**src/rtl/lpif_x4_half_slave_rx_align.sv**
```systemverilog
// Slave-end receive alignment for the x4 half-rate LPIF link: waits the configured
// delay after link-up, hunts for the all-channel strobe, then locks and checks markers.
module lpif_x4_half_slave_rx_align #(
  parameter int unsigned STB_BIT    = 1,
  parameter int unsigned MRK_BIT0   = 39,
  parameter int unsigned MRK_BIT1   = 79,
  parameter logic [1:0]  MRK_EXPECT = 2'b10,
  parameter int unsigned STB_CONSEC = 4,
  parameter int unsigned MAX_ERR    = 8
) (
  input  logic         clk_wr,
  input  logic         rst_wr,
  input  logic         rx_online,
  input  logic         m_gen2_mode,
  input  logic [15:0]  delay_x_value,
  input  logic [79:0]  rx_phy0,
  input  logic [79:0]  rx_phy1,
  input  logic [79:0]  rx_phy2,
  input  logic [79:0]  rx_phy3,
  output logic [319:0] rx_data,
  output logic         rx_data_vld,
  output logic         rx_online_delay,
  output logic         rx_aligned,
  output logic [7:0]   mrk_err_cnt,
  output logic [31:0]  rx_align_debug_status
);

  localparam logic [1:0] ST_IDLE   = 2'd0;
  localparam logic [1:0] ST_WAIT_X = 2'd1;
  localparam logic [1:0] ST_HUNT   = 2'd2;
  localparam logic [1:0] ST_LOCKED = 2'd3;

  localparam logic [3:0] STB_LIMIT = 4'(STB_CONSEC);
  localparam logic [3:0] ERR_LIMIT = 4'(MAX_ERR);

  logic [1:0]  state_r, state_nxt_s;
  logic [15:0] wait_cnt_r, wait_cnt_nxt_s;
  logic [3:0]  stb_run_r, stb_run_nxt_s;
  logic [3:0]  err_run_r, err_run_nxt_s;
  logic        stb_all_s, mrk_bad_s;
  logic        vld_nxt_s, aligned_nxt_s, online_delay_nxt_s;
  logic [7:0]  err_cnt_nxt_s;

  // Gen1 links only carry a meaningful low-half marker, so bit 1 is ignored there.
  function automatic logic mrk_mismatch(input logic [79:0] word, input logic gen2);
    logic [1:0] mrk;
    mrk = {word[MRK_BIT1], word[MRK_BIT0]};
    if (gen2) begin
      mrk_mismatch = (mrk != MRK_EXPECT);
    end else begin
      mrk_mismatch = (mrk[0] != MRK_EXPECT[0]);
    end
  endfunction

  assign stb_all_s = rx_phy0[STB_BIT] & rx_phy1[STB_BIT] & rx_phy2[STB_BIT] & rx_phy3[STB_BIT];
  assign mrk_bad_s = mrk_mismatch(rx_phy0, m_gen2_mode) | mrk_mismatch(rx_phy1, m_gen2_mode) |
                     mrk_mismatch(rx_phy2, m_gen2_mode) | mrk_mismatch(rx_phy3, m_gen2_mode);

  // State and run-length counter registers.
  always_ff @(posedge clk_wr) begin
    if (rst_wr) begin
      state_r    <= ST_IDLE;
      wait_cnt_r <= 16'd0;
      stb_run_r  <= 4'd0;
      err_run_r  <= 4'd0;
    end else begin
      state_r    <= state_nxt_s;
      wait_cnt_r <= wait_cnt_nxt_s;
      stb_run_r  <= stb_run_nxt_s;
      err_run_r  <= err_run_nxt_s;
    end
  end

  // Next-state and counter logic; a dropped rx_online overrides every other transition.
  always_comb begin
    state_nxt_s    = state_r;
    wait_cnt_nxt_s = wait_cnt_r;
    stb_run_nxt_s  = stb_run_r;
    err_run_nxt_s  = err_run_r;
    if (!rx_online) begin
      state_nxt_s    = ST_IDLE;
      wait_cnt_nxt_s = 16'd0;
      stb_run_nxt_s  = 4'd0;
      err_run_nxt_s  = 4'd0;
    end else begin
      case (state_r)
        ST_IDLE: begin
          state_nxt_s    = ST_WAIT_X;
          wait_cnt_nxt_s = delay_x_value;
        end
        ST_WAIT_X: begin
          if (wait_cnt_r == 16'd0) begin
            state_nxt_s = ST_HUNT;
          end else begin
            wait_cnt_nxt_s = wait_cnt_r - 16'd1;
          end
        end
        ST_HUNT: begin
          if (!stb_all_s) begin
            stb_run_nxt_s = 4'd0;
          end else if (stb_run_r + 4'd1 == STB_LIMIT) begin
            state_nxt_s   = ST_LOCKED;
            stb_run_nxt_s = 4'd0;
            err_run_nxt_s = 4'd0;
          end else begin
            stb_run_nxt_s = stb_run_r + 4'd1;
          end
        end
        ST_LOCKED: begin
          if (!mrk_bad_s) begin
            err_run_nxt_s = 4'd0;
          end else if (err_run_r + 4'd1 == ERR_LIMIT) begin
            state_nxt_s   = ST_HUNT;
            err_run_nxt_s = 4'd0;
            stb_run_nxt_s = 4'd0;
          end else begin
            err_run_nxt_s = err_run_r + 4'd1;
          end
        end
        default: begin
          state_nxt_s    = ST_IDLE;
          wait_cnt_nxt_s = 16'd0;
          stb_run_nxt_s  = 4'd0;
          err_run_nxt_s  = 4'd0;
        end
      endcase
    end
  end

  // Output decode: status flags follow the next state so they line up with it.
  always_comb begin
    vld_nxt_s          = (state_r == ST_LOCKED) && !mrk_bad_s;
    aligned_nxt_s      = (state_nxt_s == ST_LOCKED);
    online_delay_nxt_s = (state_nxt_s == ST_HUNT) || (state_nxt_s == ST_LOCKED);
    if ((state_r == ST_LOCKED) && mrk_bad_s && (mrk_err_cnt != 8'hFF)) begin
      err_cnt_nxt_s = mrk_err_cnt + 8'd1;
    end else begin
      err_cnt_nxt_s = mrk_err_cnt;
    end
  end

  // Registered outputs.
  always_ff @(posedge clk_wr) begin
    if (rst_wr) begin
      rx_data         <= 320'd0;
      rx_data_vld     <= 1'b0;
      rx_online_delay <= 1'b0;
      rx_aligned      <= 1'b0;
      mrk_err_cnt     <= 8'd0;
    end else begin
      rx_data         <= {rx_phy3, rx_phy2, rx_phy1, rx_phy0};
      rx_data_vld     <= vld_nxt_s;
      rx_online_delay <= online_delay_nxt_s;
      rx_aligned      <= aligned_nxt_s;
      mrk_err_cnt     <= err_cnt_nxt_s;
    end
  end

  assign rx_align_debug_status = {20'h0, state_r, stb_run_r, err_run_r, rx_online_delay, rx_aligned};

endmodule

```
**config.mk**
```make
export PLATFORM = sky130hd
export DESIGN_NAME = lpif_x4_half_slave_rx_align
export DESIGN_NICKNAME = d
export VERILOG_FILES = /design/src/rtl/lpif_x4_half_slave_rx_align.sv
export SDC_FILE = /design/constraint.sdc
export NUM_CORES = 1
export LEC_CHECK = 0
export CAP_MARGIN = 40
export CORE_AREA = 2 2 271 273
export DETAILED_ROUTE_END_ITERATION = 8
export DIE_AREA = 0 0 273 275
export SKIP_CTS_REPAIR_TIMING = 1
export SLEW_MARGIN = 10
export SYNTH_ARGS = -nofsm -noshare
export SYNTH_HDL_FRONTEND = slang
export SYNTH_SLANG_ARGS = --single-unit
```
**constraint.sdc**
```tcl
create_clock -name clk_wr -period 3.63 [get_ports clk_wr]
set_input_delay 0.726 -clock clk_wr [delete_from_list [all_inputs] [get_ports clk_wr]]
set_output_delay 0.726 -clock clk_wr [all_outputs]
set_load 0.03 [all_outputs]
```
# == Yosys cells after proc, flatten, opt, wreduce, memory -nomap -nowiden ==
# Index checks and enable logic that the tools add are counted.
# W data, S select, Z words.
# classes
addsub,4
eq_ne,17
n_mux,23
bitwise_logic,7
n_reduce_logical,13
# ops
op,count
$mux W4,8
$pmux W16 S2,1
$ne A2 B2 Y1 const B,9
$logic_not A16 Y1,1
$mux W16,1
$pmux W4 S2,2
$sub A16 B1 Y16 const B,1
$mux W2,6
$add A4 B1 Y4 const B,2
$add A8 B1 Y8 const B,1
$eq A2 B2 Y1 const B,4
$ne A8 B8 Y1 const B,1
$pmux W2 S4,1
$reduce_and A3 Y1,2
$eq A4 B3 Y1 const B,1
$eq A4 B4 Y1 const B,1
$mux W1,4
$reduce_bool A2 Y1,2
$and A1 B1 Y1,3
$logic_and A1 B1 Y1,3
$or A1 B1 Y1,3
$eq A2 B1 Y1 const B,1
$logic_not A2 Y1,1
$reduce_and A2 Y1,1
4 further kinds,4
# word_totals
reg_bits,357
inputBits,340

# == Longest topological paths before layout ==
# logic_depth
word_depth,10
ltp_mapped,8
depth_no_buf,7

# == Worst setup path after synthesis ==
# OpenSTA, ideal clock, no wires.
# synth_timing
path_type,input to register
start,input port rx_phy1[39]
end,register err_run_r[2]
setup_time_ns,0.119
arrival_ns,1.925
required_time_ns,3.511
setup_slack_ns,1.587
stages,5
path_buffers,1
path_cell_list,or4_1 > a21oi_2 > buf_2 > nor3b_1 > o221a_2
# synth_between
elab_chain_len,7
# synth_rtl
item,line,rtl
from (decl),17,"input logic [79:0] rx_phy1,"
$ne A2 B2 Y1,49,mrk_mismatch = (mrk != MRK_EXPECT);
$mux W1 (*),48,if (gen2) begin
$or A1 B1 Y1 (*) (2 in a row),56,"assign mrk_bad_s = mrk_mismatch(rx_phy0, m_gen2_mode) | mrk_mismatch(rx_phy1, m_gen2_mode) |"
$or A1 B1 Y1 (*),57,"mrk_mismatch(rx_phy2, m_gen2_mode) | mrk_mismatch(rx_phy3, m_gen2_mode);"
$mux W4 (*),110,if (!mrk_bad_s) begin
$pmux W4 S2 (*),86,case (state_r)
to (signal assigned),70,err_run_r <= err_run_nxt_s;
to (decl),39,"logic [3:0] err_run_r, err_run_nxt_s;"
# Mark *: on every way between the ends. The rest lies on a longest branch, timed or not.
# A chain may end at the register's enable or synchronous reset.

# == Final worst setup path ==
# layout_timing
start,register state_r[1]
end,output port rx_align_debug_status[11]
# layout_rtl
item,line,rtl
from (decl),36,"logic [1:0] state_r, state_nxt_s;"
from (signal assigned),67,state_r <= state_nxt_s;
to (decl),25,output logic [31:0] rx_align_debug_status
# No word-level cell between the ends.

==> metrics.cfg <==
[die]
core_um2=72300
die_x_um=273
rows=99
dieArea_um2=75100
dieHeight_um=275
start_util=0.150
io_pins=703

[detailed_routing]
vias=9302
ant_nets=0
routed_wl_mm=47.8
first_pass_iters=4
via_per_inst=3.51
remaining_drc_errors=0
drt_iter0_markers=270
wl_per_cell_um=18.1

[timing]
fin_hold_ws_ns=0.477
grt_setup_unrepaired=no
maxSlewViolCount=0
tightestPinTransition_ns=0.856
setup_viol=0
fin_crit_ns=2.72
finalCritPeriodShare=0.750
finClkSkew_ns=0.00901
relSlewSlack=0.429
fmax_mhz=367
hold_viol=0
setup_tns_ns=0

[synthesis]
synth-seq-area-share=0.658
synth_top_area_share=0.658
synthDistinctLibCells=57
synthCells=967
synth_flop_cell=dfxtp_1
synth_edf_count=0
yosys.area.top_type=dfxtp_1
ys_async_sr_fraction=0
synth_area_leaders=dfxtp_1, nor2b_1, clkbuf_1, buf_4, nand2_1
syn_avg_cell_area_um2=11.2
ys_warn_count=0
synth.cell_area_um2=10900
synth.top_cells.by_count=dfxtp_1, nor2b_1, clkbuf_1
yosysMostFrequentCell=dfxtp_1
synth-seq-cells=357

[worst_setup_path]
crit_type=flip-flop to output port
crit_chain=clkdlybuf4s50_1
cpMaxStageDelayCell=clkdlybuf4s50_1
end_kind=output port
critPathMaxFanout=13
cp-start-kind=flip-flop
rr_worst_depth=8
cp-endpoint=rx_align_debug_status[11]
required_ns=2.90
crit_arrival_ns=2.00
r2r_end=wait_cnt_r[9]
path_buf_inv=1
reg2reg_slack_ns=1.19
cp.depth=1
cp-startpoint=state_r[1]
regToRegStartpoint=wait_cnt_r[0]
cp_slowest_stage_delay_ns=0.79
crit_family=buffers and inverters

[pwr]
powerDensity_nw_per_um2=510
power_leakage_nw=7.56
ir_worst_vdd_mv=0.485

[global_routing]
grt_pass1_vias=9409
grtUsageTotal=0.119
grt-ovfl-total=0
grtUsageMet2=0.209
grt_pass1_wl_mm=65.2
met1_usage=0.123
antenna_found_initial=23
grt.busiest_layer=met2
met3_usage=0.0607
grt_max_degree=129

[clock_network]
cts-root-buf=clkbuf_16
tritoncts=yes
clk_pin_slew_ns=0.06
clockBufferDepth=3
h-tree-depth=2
clkLatencyLatePin_ns=0.56
cts_num_sinks=357
cts_made_buffers=45

[placement]
dpl.hpwl_mm=38.7
dpl_cell_area_um2=18700
gp_congestion=0.839
placed_cells=2559
io_buffers=682

[worst_hold_path]
hold_path_class=flip-flop to flip-flop
holdCritStartpoint=wait_cnt_r[15]

[layout]
num-nets-final=1993
postLayoutCellArea_um2=20200
final_cell_count_no_fill=2649
syn2layout_area_growth_pct=86.4
utilization=0.280
drive_above_1_share=0.0595

[outcome]
status=completed

[job]
cap_violations=0

tightest hold or removal path, cell delays in order, from the launching register on:
cell and delay (ns):
dfxtp_1 0.32, nand2_1 0.06, a21oi_1 0.05
kinds of logic (layout without fill, tap and decap cells):
logic type	count (synthesis)	in the layout	synth area share
mux	1	1	0.000921
simple gates	433	433	0.241
buf+inv	80	776	0.0367
fa+ha+maj	6	6	0.00691
compound gates	80	80	0.0492
xor+xnor	9	9	0.00726
flops	357	357	0.658
other cells	1	28	0.000345
sequential cells by signal (all words and copies together), names as in the netlist:
name	cells
wait_cnt_r	16
stb_run_r	4
rx_aligned	1
rx_data_vld	1
rx_online_delay	1
err_run_r	4
rx_data	320
state_r	2
mrk_err_cnt	8
placed cells by master, fill, tap and decap left out, drive strengths merged, types with 5 or more instances in the layout:
cell type / count
clkdlybuf4s50: 681
buf: 9
inv: 7
conb: 20
diode: 8
ha: 6
dfxtp: 357
a21oi: 21
nor2b: 325
nand2: 27
nor3: 12
nor2: 23
a31o: 5
clkinv: 14
nor4: 10
clkbuf: 58
o21ai: 23
xnor2: 8
nand3: 9
how the worst min path moves through the flow:
stage | endpoint | cells after the start
final | wait_cnt_r[15] | 2
after CTS | rx_data[266] | 2
after global routing | rx_data[260] | 2
after floorplan | wait_cnt_r[15] | 2
after detailed placement | wait_cnt_r[15] | 2
after global placement | wait_cnt_r[15] | 2
through the flow:
stage          setup slack [ns]  total power [W]
6_report                  0.908           0.0103
3_3_place_gp              0.820          0.00581
3_5_place_dp              0.859          0.00583
4_1_cts                   0.884           0.0105
2_1_floorplan              1.59          0.00497
5_1_grt                   0.817           0.0108
where the power goes:
part | internal [W] | switching (W)
clock | 0.00277 | 0.00183
combinational | 0.000764 | 0.000763
sequential | 0.00412 | 0.0000738
total | 0.00766 | 0.00267
cell type report:
type	count	area [µm²]
Antenna cell	8	20.0
Clock inverter	24	251
Multi-Input combinational cell	549	3390
Fill cell	7517	52100
Tap cell	959	1200
Timing Repair Buffer	690	6920
Inverter	4	15.0
Clock buffer	58	1310
Sequential cell	357	7150
per-layer routing:
| layer | up-vias | wire length (µm) |
|---|---|---|
| met5 | - | 113 |
| met4 | 18 | 1710 |
| met3 | 100 | 5610 |
| met2 | 484 | 23300 |
| met1 | 4273 | 17100 |
| li1 | 4427 | - |
Power figures use the tool's default switching activity.
